==> config.mk <==
export PLATFORM = sky130hd
export DESIGN_NAME = instruction_fetch
export DESIGN_NICKNAME = d
export VERILOG_FILES = /design/src/rtl/instruction_fetch.sv
export SDC_FILE = /design/constraint.sdc
export NUM_CORES = 1
export LEC_CHECK = 0
export BUFFER_PORTS_ARGS = -buffer_cell sky130_fd_sc_hd__buf_2
export CAP_MARGIN = 20
export CELL_PAD_IN_SITES_DETAIL_PLACEMENT = 1
export CELL_PAD_IN_SITES_GLOBAL_PLACEMENT = 1
export CORE_ASPECT_RATIO = 1.75
export CORE_MARGIN = 1.5
export CORE_UTILIZATION = 30
export CTS_BUF_LIST = sky130_fd_sc_hd__clkbuf_16
export CTS_CLUSTER_SIZE = 10
export DETAILED_ROUTE_END_ITERATION = 10
export GPL_TIMING_DRIVEN = 0
export PLACE_DENSITY = 0.7
export SLEW_MARGIN = 0
export SYNTH_ARGS = -nofsm -noshare
export SYNTH_HDL_FRONTEND = slang
export SYNTH_SLANG_ARGS = --single-unit
==> constraint.sdc <==
create_clock -name clk -period 2.4 [get_ports clk]
set_clock_uncertainty 0.2 [all_clocks]
set_input_delay 0.24 -clock clk [delete_from_list [all_inputs] [get_ports clk]]
set_output_delay 0.24 -clock clk [all_outputs]
set_load 0.03 [all_outputs]
==> src/rtl/instruction_fetch.sv <==
// Instruction fetch: REQ -> WAIT_RSP -> HOLD -> WAIT_PC loop, sticky FAULT on a misaligned next PC.
// Latency: 2 cycles from request to instr_valid with zero wait. Backpressure: holds request/instruction stable until ready.
module instruction_fetch #(
  parameter logic [31:0] RESET_PC = 32'h0000_0000
) (
  input  logic        clk,
  input  logic        rst_n,
  output logic        imem_req_valid,
  input  logic        imem_req_ready,
  output logic [31:0] imem_req_addr,
  input  logic        imem_rsp_valid,
  input  logic [31:0] imem_rsp_data,
  output logic        instr_valid,
  input  logic        instr_ready,
  output logic [31:0] instr,
  output logic [31:0] instr_pc,
  input  logic        pc_update,
  input  logic [31:0] next_pc,
  output logic        fetch_fault,
  output logic [31:0] fault_addr,
  output logic [31:0] fetch_count
);

  typedef enum logic [2:0] {
    S_REQ      = 3'd0,
    S_WAIT_RSP = 3'd1,
    S_HOLD     = 3'd2,
    S_WAIT_PC  = 3'd3,
    S_FAULT    = 3'd4
  } state_t;

  state_t      r_state;
  state_t      w_state_nxt;
  logic        r_req_vld;
  logic        r_instr_vld;
  logic [31:0] r_pc;
  logic [31:0] r_instr;
  logic [31:0] r_instr_pc;
  logic        r_fault;
  logic [31:0] r_fault_addr;
  logic [31:0] r_fetch_count;

  logic w_req_acc;
  logic w_rsp_acc;
  logic w_dec_acc;
  logic w_pc_upd;
  logic w_misalign;

  // Request acceptance also requires the registered valid so nothing is accepted in the reset-release cycle.
  assign w_req_acc  = (r_state == S_REQ) && r_req_vld && imem_req_ready;
  assign w_rsp_acc  = (r_state == S_WAIT_RSP) && imem_rsp_valid;
  assign w_dec_acc  = (r_state == S_HOLD) && instr_ready;
  assign w_pc_upd   = (r_state == S_WAIT_PC) && pc_update;
  assign w_misalign = (next_pc[1:0] != 2'b00);

  always_comb begin
    w_state_nxt = r_state;
    case (r_state)
      S_REQ:      if (w_req_acc) w_state_nxt = S_WAIT_RSP;
      S_WAIT_RSP: if (w_rsp_acc) w_state_nxt = S_HOLD;
      S_HOLD:     if (w_dec_acc) w_state_nxt = S_WAIT_PC;
      S_WAIT_PC:  if (w_pc_upd)  w_state_nxt = w_misalign ? S_FAULT : S_REQ;
      S_FAULT:    w_state_nxt = S_FAULT;
      default:    w_state_nxt = S_REQ;
    endcase
  end

  // Valids are registered from the next state so both stay low during reset and never overlap.
  always_ff @(posedge clk or negedge rst_n) begin
    if (!rst_n) begin
      r_state     <= S_REQ;
      r_req_vld   <= 1'b0;
      r_instr_vld <= 1'b0;
    end else begin
      r_state     <= w_state_nxt;
      r_req_vld   <= (w_state_nxt == S_REQ);
      r_instr_vld <= (w_state_nxt == S_HOLD);
    end
  end

  always_ff @(posedge clk or negedge rst_n) begin
    if (!rst_n) begin
      r_pc          <= RESET_PC;
      r_instr       <= 32'h0;
      r_instr_pc    <= 32'h0;
      r_fault       <= 1'b0;
      r_fault_addr  <= 32'h0;
      r_fetch_count <= 32'h0;
    end else begin
      if (w_rsp_acc) begin
        r_instr    <= imem_rsp_data;
        r_instr_pc <= r_pc;
      end
      if (w_dec_acc) begin
        r_fetch_count <= r_fetch_count + 32'd1;
      end
      if (w_pc_upd) begin
        if (w_misalign) begin
          r_fault      <= 1'b1;
          r_fault_addr <= next_pc;
        end else begin
          r_pc <= next_pc;
        end
      end
    end
  end

  assign imem_req_valid = r_req_vld;
  assign imem_req_addr  = r_pc;
  assign instr_valid    = r_instr_vld;
  assign instr          = r_instr;
  assign instr_pc       = r_instr_pc;
  assign fetch_fault    = r_fault;
  assign fault_addr     = r_fault_addr;
  assign fetch_count    = r_fetch_count;

endmodule

==> results of run 1 <==
-- layout by cell type (no fill, tap or decap), drive strengths merged, types with 9 or more instances in the layout --
| cell | instances |
|---|---|
| buf | 244 |
| dfrtp | 166 |
| mux2 | 125 |
| dlygate4sd3 | 67 |
| clkbuf | 24 |
| nand2 | 22 |
| xnor2 | 20 |
| nand3 | 13 |
| nand4 | 13 |
| nor2 | 12 |
| xor2 | 11 |
| clkinv | 9 |
-- logic make-up (layout without fill, tap and decap cells) --
kind of cell	count (synthesis)	after routing	share of synthesized area, %
XOR/XNOR	31	31	4.21
adder cells (fa/ha/maj)	1	1	0.194
AO/OA/AOI/OAI	6	6	0.601
AND/OR/NAND/NOR	87	87	7.31
buffers and inverters	22	353	1.51
flip-flops	166	166	64.4
multiplexers	125	125	21.8
-- layout make-up --
| class | instances | share of cell area [%] |
|---|---|---|
| multi-input cells | 250 | 24.0 |
| clock buffers | 17 | 4.60 |
| flip-flops and latches | 166 | 45.0 |
| inverters | 3 | 0.122 |
| repair buffers | 300 | 20.2 |
| plain buffers | 18 | 1.02 |
| clock inverters | 15 | 1.65 |
| well taps | 252 | 3.41 |
-- through the flow --
stage               std cells  instance area [sq um]  worst slack [ps]
floorplan                 438                   6450               240
global placement          922                   7930             -1490
detailed placement        923                   7960              -424
CTS                      1022                   9230             -2.83
global route             1021                   9240              10.6
finish                   1021                   9240               139
-- final timing paths --
kind | start | end | cells past startpoint
worst min-delay path | imem_rsp_valid | r_state[1] | 3
worst min register to register | fault_addr[1] | fault_addr[1] | 2
min in group asynchronous | rst_n | imem_req_addr[27] | 2
worst max-delay path | r_state[2] | fault_addr[28] | 6
max in group asynchronous | rst_n | fault_addr[9] | 3
worst max register to register | r_state[2] | fault_addr[28] | 6
-- per-layer routing --
| metal | vias to the layer above | part of all wire (%) | GRT usage, % |
|---|---|---|---|
| li1 | 2171 | - | - |
| met1 | 2450 | 34 | 16.4 |
| met2 | 170 | 57 | 34.1 |
| met3 | 35 | 5.3 | 4.79 |
| met4 | 0 | 2.9 | 7.73 |
| met5 | - | 0 | 0 |
-- tightest hold or removal path, cell delays in order --
cell and delay, ps:
buf_2 110, nand3b_1 150, a21oi_1 120
-- sequential cells by signal, summed over array words and instances (netlist names) --
register / cells
instr_valid: 1
fault_addr: 32
fetch_fault: 1
instr: 32
imem_req_valid: 1
imem_req_addr: 32
fetch_count: 32
r_state: 3
instr_pc: 32
-- power groups by stage --
stage	clock [mW]	combinational (mW)	sequential (mW)
floorplan	0	1.43	6.62
global placement	0	5.17	4.46
detailed placement	0	5.31	4.56
CTS	2.79	5.42	4.51
global route	2.89	5.65	4.69
finish	2.70	5.37	4.53
-- repair_timing --
action | 4_1_cts | 5_1_grt
pin swaps | 0 | 0
gates resized for setup | 6 | 8
hold endpoints to repair | 191 | 0
hold buffers | 67 | 0
setup endpoints to repair | 96 | 35
==> reports/summary.md, run 1 <==
Status
• completed — run status

CTS
• 4 — H-tree level count
• 166 — number of clock sinks seen by CTS
• 430 ps — clock network latency to the later pin of the worst-skew pair
• clkbuf_16 — buffer type at the clock tree root
• 17 — number of buffers added by the clock tree synthesis step
• built — clock tree from TritonCTS
• 0 — number of buffers inserted to repair setup after CTS
• 2 — buffer depth of the longest clock path
• 70 ps — clock slew seen by the registers of the worst setup and hold paths

Pwr
• 41.8% — Switching Fraction
• 36.0% — part of the power in registers
• 21.4% — power share of the clock group
• 5.27 mW — Switching Power
• 4.64 nW — Static Leak
• 42.6% — fraction of power consumed by combinational cells
• 7.33 mW — internal power
• 0.537 mV — peak supply drop
• 1360 mW/mm^2 — Pwr per Cell Area
• 12.6 mW — Final Total Pwr

Global routing
• 17.4% — Total GRT Usage
• 29700 um — global-route wire length before repair
• 5606 — vias in the first global route
• 0 — Congestion Overflow GR
• 98 — maximum number of pins on one net before global-route repair
• 0 — antenna violations before repair

Die
• 0.0224 sq mm — Die Area
• 30.7% — Initial Util
• 0.0210 sq mm — core region area
• 114 um — chip width
• 70 — count of standard-cell rows
• 197 um — die height
• 233 — io pins

Timing
• 2260 ps — final critical-path required period
• 0 — number of endpoints with negative hold slack in the final report
• 0.442 GHz — maximum achievable frequency
• 94.2% — period utilisation layout
• 0 — number of max-slew violations in the final report
• 38.3% — Slew headroom
• false — unrepaired setup endpoints after global routing
• 55.3 ps — Worst Hold Margin
• 0 ps — aggregate negative setup slack
• 0 — endpoints failing setup
• 926 ps — Tightest Pin Transition

Layout
• 44.0% — post-layout utilization of the core
• 827 — net count reported at finish
• 0.00222 sq mm — area occupied by multi-input gates
• 0.00415 sq mm — FF/Latch Area
• 43.2% — layout-stage area growth over the synthesis result
• 0 — number of antenna repair diodes
• 2268 — FILL cells
• 52.7% — share of cells above drive strength 1

Setup path
• 370 ps — delay of the slowest cell on the worst path
• 140 ps — slack of the worst reg-to-reg path
• 2370 ps — data arrival at the endpoint of the critical path
• 2510 ps — endpoint required time on the critical path
• 10 — CP max FO
• flip-flop — Critical Path End Type
• 3 — Worst Path Buf+Inv
• flip-flop — crit path launch type
• buffers and inverters — kind of cell adding the most delay to the critical path
• mux2_2 — cell type of the slowest stage on the worst timing path
• flip-flop to flip-flop — type of the worst setup path
• clkbuf_1 > and4b_1 > nor2b_1 > clkbuf_2 > clkbuf_4 > mux2_2 — cell-by-cell listing of the critical path

Drt
• 4826 — routed vias
• 0 — number of nets with antenna violations after routing
• 0 — remaining routing DRC violations
• 4.73 — average vias per placed instance
• 126 — violation count after the first detailed-route iteration
• 18900 um — Post-Route WL
• 4 — number of detailed-routing iterations run before antenna repair
• 18.5 um — WL per Instance

Synth
• dfrtp_1 — Post-synth top flop
• 14.7 sq um — average cell area after synthesis
• 0.00645 sq mm — Cell Area, Synth
• dfrtp_1 — top cell type by total area after synthesis
• dfrtp_1 (166), mux2_2 (120), nand2_1 (22) — top cells by count, synth
• 35 — number of unique standard cell types used by synthesis
• 166 — flip-flop and latch count after synthesis
• 100% — Post-synth ARST share
• 0 — count of yosys warnings during synthesis
• 64.4% — fraction of post-synthesis cell area in the top cell type by area
• 0 — number of enable flip-flop cells after synthesis
• 438 — number of cells produced by synthesis
• dfrtp_1 (64%), mux2_2 (21%), xnor2_1 (2.7%), xor2_1 (1.5%), nand2_1 (1.3%) — biggest area contributors in the synthesized netlist
• 64.4% — portion of the post-synthesis area used by sequential elements
• dfrtp_1 — most common cell in the synthesized netlist
• 509 — Mapped Nets

Flow run
• 0 — Max Cap Viol

Placement
• 0.767 — routability cong.
• 13200 um — placed wire-length estimate
• 232 — port bufs

Hold path
• primary input to flip-flop — type of the tightest min-delay check

(Power assumes the default switching activity.)
==> inputs of run 2 (changes only) <==
==> constraint.sdc (replaced) <==
create_clock -name clk -period 2.4 [get_ports clk]
set_clock_uncertainty 0.2 [all_clocks]
set_input_delay 0.36 -clock clk [delete_from_list [all_inputs] [get_ports clk]]
set_output_delay 0.36 -clock clk [all_outputs]
set_load 0.03 [all_outputs]
==> reports/summary.md, run 2 (same netlist as run 1, synthesis figures left out) <==
Layout
• 0.00415 sq mm — FF/Latch Area
• 42.8% — layout-stage area growth over the synthesis result
• 0.00222 sq mm — area occupied by multi-input gates
• 2267 — FILL cells
• 52.8% — share of cells above drive strength 1
• 825 — net count reported at finish
• buf_2 (241), dfrtp_1 (166), mux2_2 (120), dlygate4sd3_1 (65), nand2_1 (22) — commonest cells after routing, fill and taps aside
• 43.9% — post-layout utilization of the core
• buf_2 — most common cell after layout, fill and taps aside
• 0 — number of antenna repair diodes

Die
• 0.0224 sq mm — Die Area
• 30.7% — Initial Util
• 197 um — die height
• 70 — count of standard-cell rows
• 0.0210 sq mm — core region area
• 114 um — chip width
• 233 — io pins

CTS
• built — clock tree from TritonCTS
• 4 — H-tree level count
• 70 ps — clock slew seen by the registers of the worst setup and hold paths
• 166 — number of clock sinks seen by CTS
• 0 — number of buffers inserted to repair setup after CTS
• 2 — buffer depth of the longest clock path
• 430 ps — clock network latency to the later pin of the worst-skew pair
• clkbuf_16 — buffer type at the clock tree root
• 17 — number of buffers added by the clock tree synthesis step

Pwr
• 36.0% — part of the power in registers
• 0.538 mV — peak supply drop
• 5.26 mW — Switching Power
• 42.6% — fraction of power consumed by combinational cells
• 12.6 mW — Final Total Pwr
• 4.63 nW — Static Leak
• 41.8% — Switching Fraction
• 21.4% — power share of the clock group
• 1370 mW/mm^2 — Pwr per Cell Area
• 7.33 mW — internal power

Flow run
• 0 — Max Cap Viol

Drt
• 18.5 um — WL per Instance
• 0 — remaining routing DRC violations
• 4 — number of detailed-routing iterations run before antenna repair
• 18800 um — Post-Route WL
• 130 — violation count after the first detailed-route iteration
• 4.72 — average vias per placed instance
• 0 — number of nets with antenna violations after routing
• 4814 — routed vias

Setup path
• flip-flop — Critical Path End Type
• 2510 ps — endpoint required time on the critical path
• 3 — Worst Path Buf+Inv
• 10 — CP max FO
• clkbuf_1 > and4b_1 > nor2b_1 > clkbuf_2 > clkbuf_4 > mux2_2 — cell-by-cell listing of the critical path
• mux2_2 — cell type of the slowest stage on the worst timing path
• buffers and inverters — kind of cell adding the most delay to the critical path
• flip-flop to flip-flop — type of the worst setup path
• 2370 ps — data arrival at the endpoint of the critical path
• flip-flop — crit path launch type
• 370 ps — delay of the slowest cell on the worst path

Timing
• 38.2% — Slew headroom
• 94.2% — period utilisation layout
• 2260 ps — final critical-path required period
• 927 ps — Tightest Pin Transition
• false — unrepaired setup endpoints after global routing
• 139 ps — post-route worst setup slack
• 0.442 GHz — maximum achievable frequency
• 39.8 ps — Worst Hold Margin
• 0 — endpoints failing setup
• 0 — number of endpoints with negative hold slack in the final report
• 0 — number of max-slew violations in the final report

Global routing
• 0 — Congestion Overflow GR
• 98 — maximum number of pins on one net before global-route repair
• 17.4% — Total GRT Usage
• 5605 — vias in the first global route
• 29600 um — global-route wire length before repair
• 0 — antenna violations before repair

Status
• completed — run status

Placement
• 13200 um — placed wire-length estimate
• -424 ps — DP Worst Slack
• 0.767 — routability cong.
• 232 — port bufs

Hold path
• primary input to flip-flop — type of the tightest min-delay check

==> run 2: cell count changes in the layout (fill, tap and decap cells not counted) <==
cell           change
dlygate4sd3_1      -2
==> run 2: power groups by stage <==
| stage | sequential (mW) | clock [mW] | combinational, mW |
|---|---|---|---|
| final | 4.53 | 2.70 | 5.36 |
| after global routing | 4.68 | 2.89 | 5.65 |
| after CTS | 4.51 | 2.79 | 5.42 |
| after detailed placement | 4.56 | 0 | 5.31 |
| after global placement | 4.46 | 0 | 5.17 |
| after floorplan | 6.62 | 0 | 1.43 |
==> run 2: final timing paths <==
path	from	endpoint	slack (ps)	depth (start not counted)
setup / recovery	r_state[2]	fault_addr[28]	140	6
hold / removal	next_pc[2]	imem_req_addr[2]	40	2
setup reg to reg	r_state[2]	fault_addr[28]	140	6
hold reg to reg	fault_addr[1]	fault_addr[1]	280	2
max in group asynchronous	rst_n	fault_addr[9]	750	3
min in group asynchronous	rst_n	imem_req_addr[27]	380	2
==> run 2: worst register-to-register path: stages (launching register included) <==
cell and delay [ps]:
dfrtp_1 360, clkbuf_1 220, and4b_1 370, nor2b_1 140, clkbuf_2 210, clkbuf_4 280, mux2_2 370
==> run 2: layout make-up <==
class	count	area share [%]
clock buffer	17	4.61
tap	252	3.42
inverter	3	0.122
multi-input combinational	250	24.1
clock inverter	15	1.66
buffer	18	1.02
sequential	166	45.1
timing repair buffer	298	20.0
==> run 2: repair_timing <==
action                                  CTS  global route
resized for setup                         6             8
hold buffers                             65             0
endpoints found under the setup margin   96            35
endpoints found under the hold margin   187             0
==> run 2: per-layer routing <==
layer	GRT usage (%)	wire length, um	up-vias
li1	-	-	2168
met3	4.79	1010	35
met4	7.82	558	0
met2	34.0	10800	168
met1	16.2	6420	2443
met5	0	0	-
==> run 2: stage by stage <==
stage / instances / cell area [sq um] / setup TNS (ps)
final: 1019 / 9220 / 0
after global routing: 1019 / 9220 / 0
after CTS: 1020 / 9210 / -2.83
after detailed placement: 923 / 7960 / -26280
after global placement: 922 / 7930 / -284420
after floorplan: 438 / 6450 / 0
==> inputs of run 3 (changes only) <==
--- a/config.mk
+++ b/config.mk
@@ -17,6 +17,7 @@
 export DETAILED_ROUTE_END_ITERATION = 10
 export GPL_TIMING_DRIVEN = 0
 export PLACE_DENSITY = 0.7
+export RECOVER_POWER = 25
 export SLEW_MARGIN = 0
 export SYNTH_ARGS = -nofsm -noshare
 export SYNTH_HDL_FRONTEND = slang
==> reports/summary.md, run 3 (same netlist as run 1, synthesis figures left out) <==
Pwr
• 1370 mW/mm^2 — Pwr per Cell Area
• 0.540 mV — peak supply drop
• 4.55 nW — Static Leak
• 12.5 mW — Final Total Pwr

Global routing
• 98 — maximum number of pins on one net before global-route repair
• 0 — antenna violations before repair
• 5605 — vias in the first global route
• 29600 um — global-route wire length before repair
• 17.4% — Total GRT Usage
• 0 — Congestion Overflow GR

Hold path
• primary input to flip-flop — type of the tightest min-delay check

Drt
• 0 — number of nets with antenna violations after routing
• 4.74 — average vias per placed instance
• 18900 um — Post-Route WL
• 129 — violation count after the first detailed-route iteration
• 18.5 um — WL per Instance
• 0 — remaining routing DRC violations
• 4 — number of detailed-routing iterations run before antenna repair
• 4833 — routed vias

CTS
• clkbuf_16 — buffer type at the clock tree root
• 166 — number of clock sinks seen by CTS
• 4 — H-tree level count
• 17 — number of buffers added by the clock tree synthesis step
• 2 — buffer depth of the longest clock path
• 70 ps — clock slew seen by the registers of the worst setup and hold paths
• 0 — number of buffers inserted to repair setup after CTS
• 430 ps — clock network latency to the later pin of the worst-skew pair
• built — clock tree from TritonCTS

Die
• 70 — count of standard-cell rows
• 30.7% — Initial Util
• 197 um — die height
• 114 um — chip width
• 233 — io pins
• 0.0224 sq mm — Die Area
• 0.0210 sq mm — core region area

Setup path
• flip-flop — crit path launch type
• 2380 ps — data arrival at the endpoint of the critical path
• clkbuf_1 > and4b_1 > nor2b_1 > clkbuf_2 > clkbuf_4 > mux2_2 — cell-by-cell listing of the critical path
• 10 — CP max FO
• 3 — Worst Path Buf+Inv
• 2510 ps — endpoint required time on the critical path
• 370 ps — delay of the slowest cell on the worst path
• flip-flop — Critical Path End Type
• mux2_2 — cell type of the slowest stage on the worst timing path
• buffers and inverters — kind of cell adding the most delay to the critical path
• flip-flop to flip-flop — type of the worst setup path

Placement
• 923 — Placed Instances
• 13200 um — placed wire-length estimate
• 0.00796 sq mm — standard cell area after detailed placement
• 0.767 — routability cong.
• 232 — port bufs
• -424 ps — DP Worst Slack

Timing
• 0 — endpoints failing setup
• 58.7 ps — Worst Hold Margin
• 0 — number of max-slew violations in the final report
• false — unrepaired setup endpoints after global routing
• 134 ps — post-route worst setup slack
• 0 — number of endpoints with negative hold slack in the final report
• 0 ps — aggregate negative setup slack
• 94.4% — period utilisation layout
• 9.05% — Slew headroom
• 1360 ps — Tightest Pin Transition
• 2270 ps — final critical-path required period
• 0.441 GHz — maximum achievable frequency

Status
• completed — run status

Layout
• 49.7% — share of cells above drive strength 1
• 825 — net count reported at finish
• 43.7% — post-layout utilization of the core
• buf_2 (217), dfrtp_1 (166), mux2_2 (120), dlygate4sd3_1 (65), clkbuf_1 (27) — commonest cells after routing, fill and taps aside
• 0 — number of antenna repair diodes
• 42.3% — layout-stage area growth over the synthesis result
• 1019 — final instance count without filler cells
• 0.00919 sq mm — cell area after layout
• buf_2 — most common cell after layout, fill and taps aside

Flow run
• 0 — Max Cap Viol

==> run 3: area by class of cell <==
class,count,area (sq um)
inverter,3,11.3
multi-input combinational,250,2220
sequential,166,4150
tap,252,315
clock buffer,17,425
clock inverter,15,153
buffer,18,93.8
timing repair buffer,298,1810
fill,2278,11800
==> run 3: layer usage <==
metal / wire, um / part of all wire, % / GRT usage, %
met1: 6400 / 34 / 16.2
met5: 0 / 0 / 0
met4: 545 / 2.9 / 7.82
met3: 990 / 5.2 / 4.79
met2: 10900 / 58 / 34.0
==> run 3: worst register-to-register path: cells and delay by family (launching register included) <==
| family | cells | cell delay [ps] |
|---|---|---|
| multiplexers | 1 | 370 |
| buffers and inverters | 3 | 730 |
| flip-flops | 1 | 360 |
| AND/OR/NAND/NOR | 2 | 510 |
==> run 3: timing repair <==
action                                 4_1_cts  5_1_grt
hold buffers                                65        0
gates resized for setup                      6        8
setup endpoints to repair                   96       35
endpoints found under the hold margin      187        0
pin swaps                                    0        0
==> run 3: path summary, 6_finish.rpt <==
path / slack (ps) / startpoint / cells past startpoint / end
setup / recovery: 130 / r_state[2] / 6 / fault_addr[28]
hold / removal: 60 / next_pc[2] / 2 / fault_addr[2]
min in group asynchronous: 570 / rst_n / 2 / fault_addr[18]
setup reg to reg: 130 / r_state[2] / 6 / fault_addr[28]
hold reg to reg: 280 / fault_addr[1] / 2 / fault_addr[1]
max in group asynchronous: 440 / rst_n / 3 / fault_addr[9]
==> run 3: power by group <==
group / leakage (nW) / internal (mW) / switching, mW
combinational: 2.17 / 1.84 / 3.47
sequential: 2.10 / 3.89 / 0.644
clock: 0.287 / 1.54 / 1.17
